<file path="config.mk">
export PLATFORM = sky130hd
export DESIGN_NAME = seg_scan_driver
export DESIGN_NICKNAME = d
export VERILOG_FILES = /design/src/rtl/seg_scan_pkg.sv /design/src/rtl/seg_hex_decode.sv /design/src/rtl/seg_scan_driver.sv
export SDC_FILE = /design/constraint.sdc
export NUM_CORES = 1
export LEC_CHECK = 0
export CORE_MARGIN = 1
export CORE_UTILIZATION = 50
export CTS_BUF_LIST = sky130_fd_sc_hd__clkbuf_8
export CTS_CLUSTER_SIZE = 8
export DETAILED_ROUTE_END_ITERATION = 8
export PLACE_DENSITY = 0.82
export SYNTH_ARGS = -nofsm -noshare
export SYNTH_HDL_FRONTEND = slang
export SYNTH_HIERARCHICAL = 1
export SYNTH_SLANG_ARGS = --single-unit
export TNS_END_PERCENT = 10
</file>
<file path="constraint.sdc">
create_clock -name Clk2 -period 3.1 [get_ports Clk2]
set_input_delay 0.31 -clock Clk2 [delete_from_list [all_inputs] [get_ports Clk2]]
set_output_delay 0.31 -clock Clk2 [all_outputs]
set_load 0.1 [all_outputs]
</file>
<file path="src/rtl/seg_scan_pkg.sv">
`default_nettype none
// +----------------------------------------------------------------------------+
// | Module      : seg_scan_pkg                                                 |
// | Description : Shared constants, types and helpers for the four-digit       |
// |               multiplexed seven-segment scan driver.                       |
// | Revision    : 1.0 - initial release                                        |
// +----------------------------------------------------------------------------+
package seg_scan_pkg;

  // Number of multiplexed digit positions.
  localparam int NUM_DIGITS = 4;

  // Segment pattern with every segment off (active-low outputs).
  localparam logic [6:0] SEG_BLANK = 7'h7F;

  // One hex digit value and one scan position.
  typedef logic [3:0] hex_t;
  typedef logic [1:0] digit_idx_t;

  // Active-low segment codes {g,f,e,d,c,b,a}, indexed by the hex value.
  localparam logic [15:0][6:0] SEG_CODES = {
    7'h0E,  // F
    7'h06,  // E
    7'h21,  // d
    7'h46,  // C
    7'h03,  // b
    7'h08,  // A
    7'h10,  // 9
    7'h00,  // 8
    7'h78,  // 7
    7'h02,  // 6
    7'h12,  // 5
    7'h19,  // 4
    7'h30,  // 3
    7'h24,  // 2
    7'h79,  // 1
    7'h40   // 0
  };

  // Active-low one-hot digit enable for a scan position.
  function automatic logic [3:0] digit_enable(input digit_idx_t idx);
    return ~(4'b0001 << idx);
  endfunction

endpackage
`default_nettype wire

</file>
<file path="src/rtl/seg_hex_decode.sv">
`default_nettype none
// +----------------------------------------------------------------------------+
// | Module      : seg_hex_decode                                               |
// | Description : Combinational hex (0-F) to active-low seven-segment decode.  |
// | Revision    : 1.0 - initial release                                        |
// +----------------------------------------------------------------------------+
module seg_hex_decode
  import seg_scan_pkg::*;
(
  input  logic [3:0] hex_i,
  output logic [6:0] seg_o
);

  // Table lookup; every 4-bit value has an entry so no default is needed.
  always_comb begin
    seg_o = SEG_CODES[hex_i];
  end

endmodule
`default_nettype wire

</file>
<file path="src/rtl/seg_scan_driver.sv">
`default_nettype none
// +----------------------------------------------------------------------------+
// | Module      : seg_scan_driver                                              |
// | Description : Four-digit multiplexed seven-segment scan driver with a      |
// |               double-buffered digit store (shadow -> active copy only at   |
// |               a frame boundary), leading-zero blanking and optional blink. |
// |               Optional feature macro: SEG_BLINK_EN (per-digit blink with   |
// |               BLINK_FRAMES frames per half-period). Default build omits it.|
// | Revision    : 1.0 - initial release                                        |
// +----------------------------------------------------------------------------+
module seg_scan_driver
  import seg_scan_pkg::*;
#(
  parameter int unsigned BLINK_FRAMES = 64
) (
  input  logic       Clk2,
  input  logic       reset,
  input  logic       wr_en,
  input  logic [1:0] wr_addr,
  input  logic [3:0] wr_data,
  input  logic       commit,
  input  logic       lz_blank,
  input  logic [3:0] blink_mask,
  output logic [3:0] an,
  output logic [6:0] seg,
  output logic       commit_pending,
  output logic       frame_start
);

  // Scan position of the digit driven on the next edge.
  digit_idx_t idx_q, idx_d;

  // Shadow (written by the host) and active (displayed) digit stores.
  hex_t [NUM_DIGITS-1:0] shadow_q, shadow_d;
  hex_t [NUM_DIGITS-1:0] active_q, active_d;

  // Registered outputs.
  logic [3:0] an_q, an_d;
  logic [6:0] seg_q, seg_d;
  logic       commit_pending_q, commit_pending_d;
  logic       frame_start_q, frame_start_d;

  // Per-edge combinational helpers.
  logic       w_boundary;
  logic       w_commit_req;
  logic [3:0] w_lz_blank;
  logic [3:0] w_blink_blank;
  logic       w_digit_blank;
  hex_t       w_cur_digit;
  logic [6:0] w_cur_seg;

  assign an             = an_q;
  assign seg            = seg_q;
  assign commit_pending = commit_pending_q;
  assign frame_start    = frame_start_q;

  // Buffer update: host write into shadow, and the tear-free copy to active
  // on the edge that drives digit 0. The copy takes the shadow value that
  // already includes a same-edge write, and a commit arriving on that very
  // edge is honoured immediately so the pending flag never rises.
  always_comb begin
    shadow_d = shadow_q;
    if (wr_en) begin
      shadow_d[wr_addr] = wr_data;
    end

    w_boundary       = (idx_q == 2'd0);
    w_commit_req     = commit_pending_q | commit;
    active_d         = active_q;
    commit_pending_d = w_commit_req;

    if (w_boundary && w_commit_req) begin
      active_d         = shadow_d;
      commit_pending_d = 1'b0;
    end
  end

  // Leading-zero blanking: a digit goes dark when it and every more
  // significant digit are zero. Digit 0 always stays lit so a zero value
  // still shows a single "0". Evaluated on the post-copy digits so the new
  // frame is blanked consistently from its first digit.
  always_comb begin
    w_lz_blank = 4'h0;
    if (lz_blank) begin
      w_lz_blank[3] = (active_d[3] == 4'h0);
      w_lz_blank[2] = w_lz_blank[3] && (active_d[2] == 4'h0);
      w_lz_blank[1] = w_lz_blank[2] && (active_d[1] == 4'h0);
    end
  end

`ifdef SEG_BLINK_EN
  // Frame counter width; a one-frame half-period still needs one bit.
  localparam int unsigned FRAME_W = (BLINK_FRAMES > 1) ? $clog2(BLINK_FRAMES) : 1;
  localparam logic [FRAME_W-1:0] FRAME_LAST = FRAME_W'(BLINK_FRAMES - 1);

  logic [FRAME_W-1:0] frame_q, frame_d;
  logic               blink_off_q, blink_off_d;

  // Count frames and flip the blink phase every BLINK_FRAMES frames. The
  // count advances as the last digit of a frame is driven, so each phase
  // change lands exactly on the next frame_start and a whole frame always
  // sees one phase.
  always_comb begin
    frame_d     = frame_q;
    blink_off_d = blink_off_q;
    if (idx_q == 2'd3) begin
      if (frame_q == FRAME_LAST) begin
        frame_d     = '0;
        blink_off_d = ~blink_off_q;
      end else begin
        frame_d = frame_q + 1'b1;
      end
    end
  end

  // Blink phase state; starts in the lit phase after reset.
  always_ff @(posedge Clk2 or negedge reset) begin
    if (!reset) begin
      frame_q     <= '0;
      blink_off_q <= 1'b0;
    end else begin
      frame_q     <= frame_d;
      blink_off_q <= blink_off_d;
    end
  end

  assign w_blink_blank = blink_off_q ? blink_mask : 4'h0;
`else
  // Blink disabled: the mask input and the frame parameter have no effect.
  assign w_blink_blank = 4'h0;

  logic unused_blink;
  assign unused_blink = ^{blink_mask, BLINK_FRAMES[0]};
`endif

  // Digit about to be driven, taken from the post-copy store so digit 0 of
  // a committed frame already shows the new value.
  assign w_cur_digit = active_d[idx_q];

  seg_hex_decode u_hex_decode (
    .hex_i (w_cur_digit),
    .seg_o (w_cur_seg)
  );

  // Next output pattern and scan position.
  always_comb begin
    w_digit_blank = w_lz_blank[idx_q] | w_blink_blank[idx_q];
    an_d          = w_digit_blank ? 4'hF : digit_enable(idx_q);
    seg_d         = w_digit_blank ? SEG_BLANK : w_cur_seg;
    frame_start_d = w_boundary;
    idx_d         = idx_q + 2'd1;
  end

  // Main state and output registers; reset blanks the display and drops
  // any pending commit or buffered digit.
  always_ff @(posedge Clk2 or negedge reset) begin
    if (!reset) begin
      idx_q            <= 2'd0;
      shadow_q         <= '0;
      active_q         <= '0;
      an_q             <= 4'hF;
      seg_q            <= SEG_BLANK;
      commit_pending_q <= 1'b0;
      frame_start_q    <= 1'b0;
    end else begin
      idx_q            <= idx_d;
      shadow_q         <= shadow_d;
      active_q         <= active_d;
      an_q             <= an_d;
      seg_q            <= seg_d;
      commit_pending_q <= commit_pending_d;
      frame_start_q    <= frame_start_d;
    end
  end

endmodule
`default_nettype wire

</file>
==> results of run 1 <==
final cells by class:
type	count	area [µm²]
fill	345	1560
sequential	47	1190
multi-input combinational	142	1030
timing repair buffer	50	400
clock buffer	5	68.8
clock inverter	3	67.6
tap	52	65.1
inverter	8	30.0
per-layer routing:
| layer | part of all wire, % | vias up | global-route usage [%] |
|---|---|---|---|
| met4 | 1.3 | 0 | 11.1 |
| met5 | 0 | - | 0 |
| met1 | 42 | 849 | 25.2 |
| met2 | 51 | 51 | 35.1 |
| li1 | - | 813 | - |
| met3 | 5.5 | 9 | 4.18 |
worst reg2reg max path, cell delays in order (launching register included):
cell and delay, ns:
dfrtp_1 0.45, clkinv_1 0.12, ha_1 0.28, o21ai_1 0.10, buf_4 0.24, nand2_1 0.10, nand2_1 0.12, mux4_2 0.34
inv_1 0.08, buf_4 0.15, ha_1 0.21, mux4_2 0.47, o21bai_1 0.17
cells in the mapped netlist, types with 4 or more instances:
library cell | instances | area (µm²)
a21oi_1 | 4 | 20.0
dfrtp_1 | 36 | 901
dfstp_2 | 11 | 289
ha_1 | 11 | 138
inv_1 | 6 | 22.5
mux2_2 | 14 | 158
mux2i_1 | 10 | 100
mux4_1 | 4 | 105
nand2_1 | 44 | 165
nor2_1 | 14 | 52.6
o21ai_0 | 10 | 50.1
o21bai_1 | 7 | 52.6
final timing paths:
kind	from	endpoint	slack, ns	cells past startpoint
setup / recovery	wr_addr[0]	seg[3]	0.14	12
hold / removal	reset	shadow_q[2]	0.17	1
setup reg to reg	idx_q[0]	seg[3]	0.20	12
hold reg to reg	active_q[3]	active_q[3]	0.48	2
max in group asynchronous	reset	active_q[14]	2.32	1
min in group Clk2	active_q[3]	active_q[3]	0.48	2
per-stage QoR:
step                      power, W  instance area (µm²)  hold WS [ns]  util (%)  cells
final                      0.00201                 2850         0.168      64.6    307
after global routing       0.00209                 2850         0.263      64.6    307
after CTS                  0.00201                 2860         0.209      64.7    307
after detailed placement   0.00148                 2720         0.458      61.6    299
after global placement     0.00146                 2720         0.455      61.6    299
after floorplan            0.00129                 2310        0.0144         -    205
power by group through the flow:
| stage | sequential (W) | combinational (W) | clock (W) |
|---|---|---|---|
| 6_report | 0.000792 | 0.000684 | 0.000536 |
| 4_1_cts | 0.000792 | 0.000682 | 0.000537 |
| 2_1_floorplan | 0.00104 | 0.000257 | 0 |
| 3_3_place_gp | 0.000796 | 0.000659 | 0 |
| 3_5_place_dp | 0.000803 | 0.000677 | 0 |
| 5_1_grt | 0.000803 | 0.000723 | 0.000565 |
timing repair:
action                     4_1_cts  5_1_grt
gates resized for setup          0        3
setup buffers                    0        0
setup endpoints to repair        0        6
sequential cells by signal, summed over array words and instances (netlist names):
name / flops
active_q: 16
an: 4
commit_pending: 1
frame_start: 1
idx_q: 2
seg: 7
shadow_q: 16
logic make-up after synthesis:
family	count (synthesis)	share of synthesized area (%)
buf+inv	16	3.73
flops	47	51.5
fa+ha+maj	11	5.95
compound gates	30	8.50
mux	29	16.7
simple gates	72	13.7
==> results.yml, run 1 <==
sta:
  postLayoutSetupSlackWorst_ns: 0.144
  rsz0062_at_grt: "false"
  final.min_clock_period_ns: 2.96
  final_hold_viol_count: 0
  worst_clock_skew_ns: 0.00556
  worstMarginPinSlew_ns: 1.01
  min_period_over_period_pct: 95.4
  setup_tns_ns: 0
  relSlewSlack_pct: 33.0
  final-setup-viol-count: 0
  timing_max_transition_violations_final: 0
  maximum_frequency_from_static_timing_analysis_mhz: 338
logic_synthesis:
  asyncSetResetFlopFracSynth_pct: 100
  synth-seq-cells: 47
  synth-seq-area-share_pct: 51.5
  ys.flop_type: "dfrtp_1"
  synthesis.yosys.warnings: 6
  synthDistinctLibCells: 35
  synth_area_mm2: 0.00231
  avgSynthCellArea_um2: 11.3
  synth.net_count: 231
  synth_enable_flop_cells: 0
  netlist_instances: 205
setup_path:
  critPathCaptureType: "register"
  cp-start-kind: "input port"
  crit_path_cells: "clkdlybuf4s50_1 > nor3b_1 > buf_4 > mux2_2 > nand2_1 > nand2_1 > mux4_2 > inv_1 > ha_1 > inv_1 > mux4_2 > o21bai_1"
  cp_slowest_cell: "mux4_2"
  worst-path-max-fanout: 6
  worst_path_dominant_cell_family: "multiplexers"
  path_class: "input port to register"
  critical_path_arrival_ns: 3.19
  slowest_delay_ns: 0.57
  critPathRequiredTime_ns: 3.33
  worstPathBufferInverterCount: 4
grt:
  globalRouteTotalUtil_pct: 20.9
  first_pass_grt_wire_length_um: 7900
  antenna_found_initial: 0
  overflow: 0
  pin_count_of_the_biggest_net_entering_global_routing: 48
  first_global_vias: 1753
cts:
  cts.root.buffer_cell: "clkbuf_8"
  clock_sinks: 47
  cts_tree: "built"
  tritoncts.num_buffers: 5
  clock_path_buffers: 2
  postCtsHoldBufs: 0
  worstSkewPairLatency_ns: 0.31
  worst_setup_hold_path_clk_slew_ns: 0.09
  htreeDepth: 2
die:
  core-area_mm2: 0.00441
  start_util_pct: 52.4
  die_width_um: 70.0
  ports_placed_on_the_boundary: 28
  num_rows: 24
  chipHeight_um: 70.0
  die_area_mm2: 0.00490
route:
  finalWirelength_um: 4830
  ant_nets: 0
  post-route-drc-count: 0
  viasPerCell: 5.61
  post_drt_wl_per_cell_um: 15.7
  drt_pass1_iterations: 4
  first_iter_violations: 111
  routed-via-count: 1722
pwr:
  sw_share_pct: 35.2
  netSwitchingPower_w: 0.000708
  power.share.clock_pct: 26.6
  sequentialPowerShare_pct: 39.4
  power.ir.vdd_worst_uv: 393
  cellLeakagePower_nw: 1.35
  internal_power_w: 0.00130
  cellPowerDensity_mw_per_mm2: 706
  power.share.combinational_pct: 34.0
status:
  run_status: "finished clean"
cells_and_area:
  num_antenna_cells: 0
  most_frequent_standard_cell_in_the_layout_excluding_fill_and_tap_cells: "nand2_1"
  drive_above_1_share_pct: 31.4
  layout_common_cells: "nand2_1 (44), buf_4 (38), dfrtp_1 (36)"
  syn_to_final_growth_pct: 23.3
  finalNetCount: 280
placement:
  worst_slack_at_placement_ns: -0.207
  place_congestion: 0.869
  port_buffers: 23
  detailedPlacementHpwl_um: 3460
worst_hold_path:
  hold_path.class: "input port to async pin"
job:
  cap_viol_max_count: 0
Power figures use the tool's default switching activity.
==> inputs of run 2 (changes only) <==
- CAP_MARGIN: not set -> 20
- RECOVER_POWER: not set -> 100
==> results.yml, run 2 (synthesized netlist as in run 1, its figures left out) <==
sta:
  finalHoldWorstSlack_ns: 0.480
  final-setup-viol-count: 0
  relSlewSlack_pct: -5.65
  final.min_clock_period_ns: 2.98
  worstMarginPinSlew_ns: 1.58
  min_period_over_period_pct: 96.0
  rsz0062_at_grt: "false"
  maximum_frequency_from_static_timing_analysis_mhz: 336
  timing_max_transition_violations_final: 37
  worst_clock_skew_ns: 0.00604
  final_hold_viol_count: 0
cells_and_area:
  num_antenna_cells: 0
  finalNetCount: 282
  fin_util_pct: 63.4
  most_frequent_standard_cell_in_the_layout_excluding_fill_and_tap_cells: "nand2_1"
  layout_common_cells: "nand2_1 (44), dfrtp_1 (36), clkbuf_1 (18)"
  drive_above_1_share_pct: 21.4
  syn_to_final_growth_pct: 21.1
placement:
  port_buffers: 23
  place_congestion: 0.869
  detailedPlacementHpwl_um: 3460
worst_hold_path:
  hold_path.class: "register to register"
route:
  post_drt_wl_per_cell_um: 15.6
  routed-via-count: 1721
  ant_nets: 0
  first_iter_violations: 108
  post-route-drc-count: 0
  finalWirelength_um: 4810
  drt_pass1_iterations: 4
  viasPerCell: 5.57
pwr:
  power.share.clock_pct: 27.1
  cellPowerDensity_mw_per_mm2: 703
  power.ir.vdd_worst_uv: 347
  sw_share_pct: 35.7
  internal_power_w: 0.00127
  sequentialPowerShare_pct: 40.1
  power.share.combinational_pct: 32.8
  netSwitchingPower_w: 0.000702
  cellLeakagePower_nw: 1.29
die:
  die_width_um: 70.0
  ports_placed_on_the_boundary: 28
  die_area_mm2: 0.00490
  chipHeight_um: 70.0
  num_rows: 24
  start_util_pct: 52.4
  core-area_mm2: 0.00441
cts:
  clock_path_buffers: 2
  tritoncts.num_buffers: 5
  worst_setup_hold_path_clk_slew_ns: 0.09
  cts_tree: "built"
  cts.root.buffer_cell: "clkbuf_8"
  htreeDepth: 2
  clock_sinks: 47
  postCtsSetupBuffers: 0
  worstSkewPairLatency_ns: 0.31
setup_path:
  critical_path_arrival_ns: 3.20
  critPathRequiredTime_ns: 3.32
  slowest_delay_ns: 0.57
  critPathCaptureType: "register"
  cp-start-kind: "input port"
  cp_slowest_cell: "mux4_2"
  path_class: "input port to register"
  crit_path_cells: "clkdlybuf4s50_1 > nor3b_1 > buf_4 > mux2_1 > nand2_1 > nand2_1 > mux4_2 > inv_1 > ha_1 > inv_1 > mux4_2 > o21bai_1"
  worst-path-max-fanout: 6
grt:
  global_route.peak_usage_layer: "met2"
  groute.layer.met1.usage_pct: 25.2
  first_pass_grt_wire_length_um: 7900
  pin_count_of_the_biggest_net_entering_global_routing: 48
  overflow: 0
  global_route.usage.met2_pct: 35.1
  grt_util_met3_pct: 4.18
  globalRouteTotalUtil_pct: 20.9
  antenna_found_initial: 0
  first_global_vias: 1753
status:
  run_status: "finished with violations"
  failed_checks: "capacitance limit, slew limit"
job:
  cap_viol_max_count: 1
run 2: cell types whose count changed in the layout (fill, tap and decap cells not counted), sizes merged:
cell,delta
clkdlybuf4s50,-2
dlygate4sd3,+3
dlymetal6s4s,+1
clkbuf,+25
buf,-25
run 2: path summary, 6_finish.rpt:
path                             startpoint           to  slack [ns]  cells after the start
worst max-delay path             wr_addr[0]       seg[3]        0.12                     12
worst max register to register     idx_q[0]       seg[3]        0.21                     12
max in group asynchronous             reset  frame_start        0.61                      3
worst min register to register  active_q[3]  active_q[3]        0.48                      2
worst min-delay path            active_q[3]  active_q[3]        0.48                      2
min in group asynchronous             reset  shadow_q[2]        0.50                      2
run 2: worst max-delay path: cells and delay by family:
kind / cells / cell delay, ns
AOI/OAI and AO/OA: 1 / 0.17
adders and majority gates: 1 / 0.14
and+or+nand+nor: 3 / 0.41
buffers and inverters: 4 / 0.78
muxes: 3 / 1.38
run 2: routing by layer:
metal / wire length (µm) / vias to the layer above / share of wire (%)
met5: 0 / - / 0
met4: 59 / 0 / 1.2
met3: 235 / 9 / 4.9
met2: 2510 / 47 / 52
met1: 2010 / 848 / 42
li1: - / 817 / -
run 2: layout make-up:
cell class	instances	area [µm²]
Timing Repair Buffer	52	353
Inverter	8	30.0
Multi-Input combinational cell	142	1030
Tap cell	52	65.1
Clock buffer	5	68.8
Sequential cell	47	1190
Clock inverter	3	67.6
Fill cell	365	1610
run 2: timing repair:
item                                    4_1_cts  5_1_grt
hold buffers                                  0        1
hold endpoints to repair                      0       11
resized for setup                             0        3
endpoints found under the setup margin        0        6
run 2: power by group through the flow:
stage | Sequential (W) | Combinational [W] | Clock, W
2_1_floorplan | 0.00104 | 0.000257 | 0
3_3_place_gp | 0.000796 | 0.000659 | 0
3_5_place_dp | 0.000803 | 0.000677 | 0
4_1_cts | 0.000792 | 0.000682 | 0.000537
5_1_grt | 0.000801 | 0.000685 | 0.000565
6_report | 0.000790 | 0.000646 | 0.000533
run 2: per-stage QoR:
stage          setup WS (ns)  cell area, µm²  std cells  power [W]  TNS [ns]
2_1_floorplan         0.0404            2310        205    0.00129         0
6_report               0.123            2800        309    0.00197         0
4_1_cts              0.00426            2860        307    0.00201         0
5_1_grt               0.0175            2800        309    0.00205         0
3_5_place_dp          -0.207            2720        299    0.00148    -0.671
3_3_place_gp         -0.0991            2720        299    0.00146    -0.127
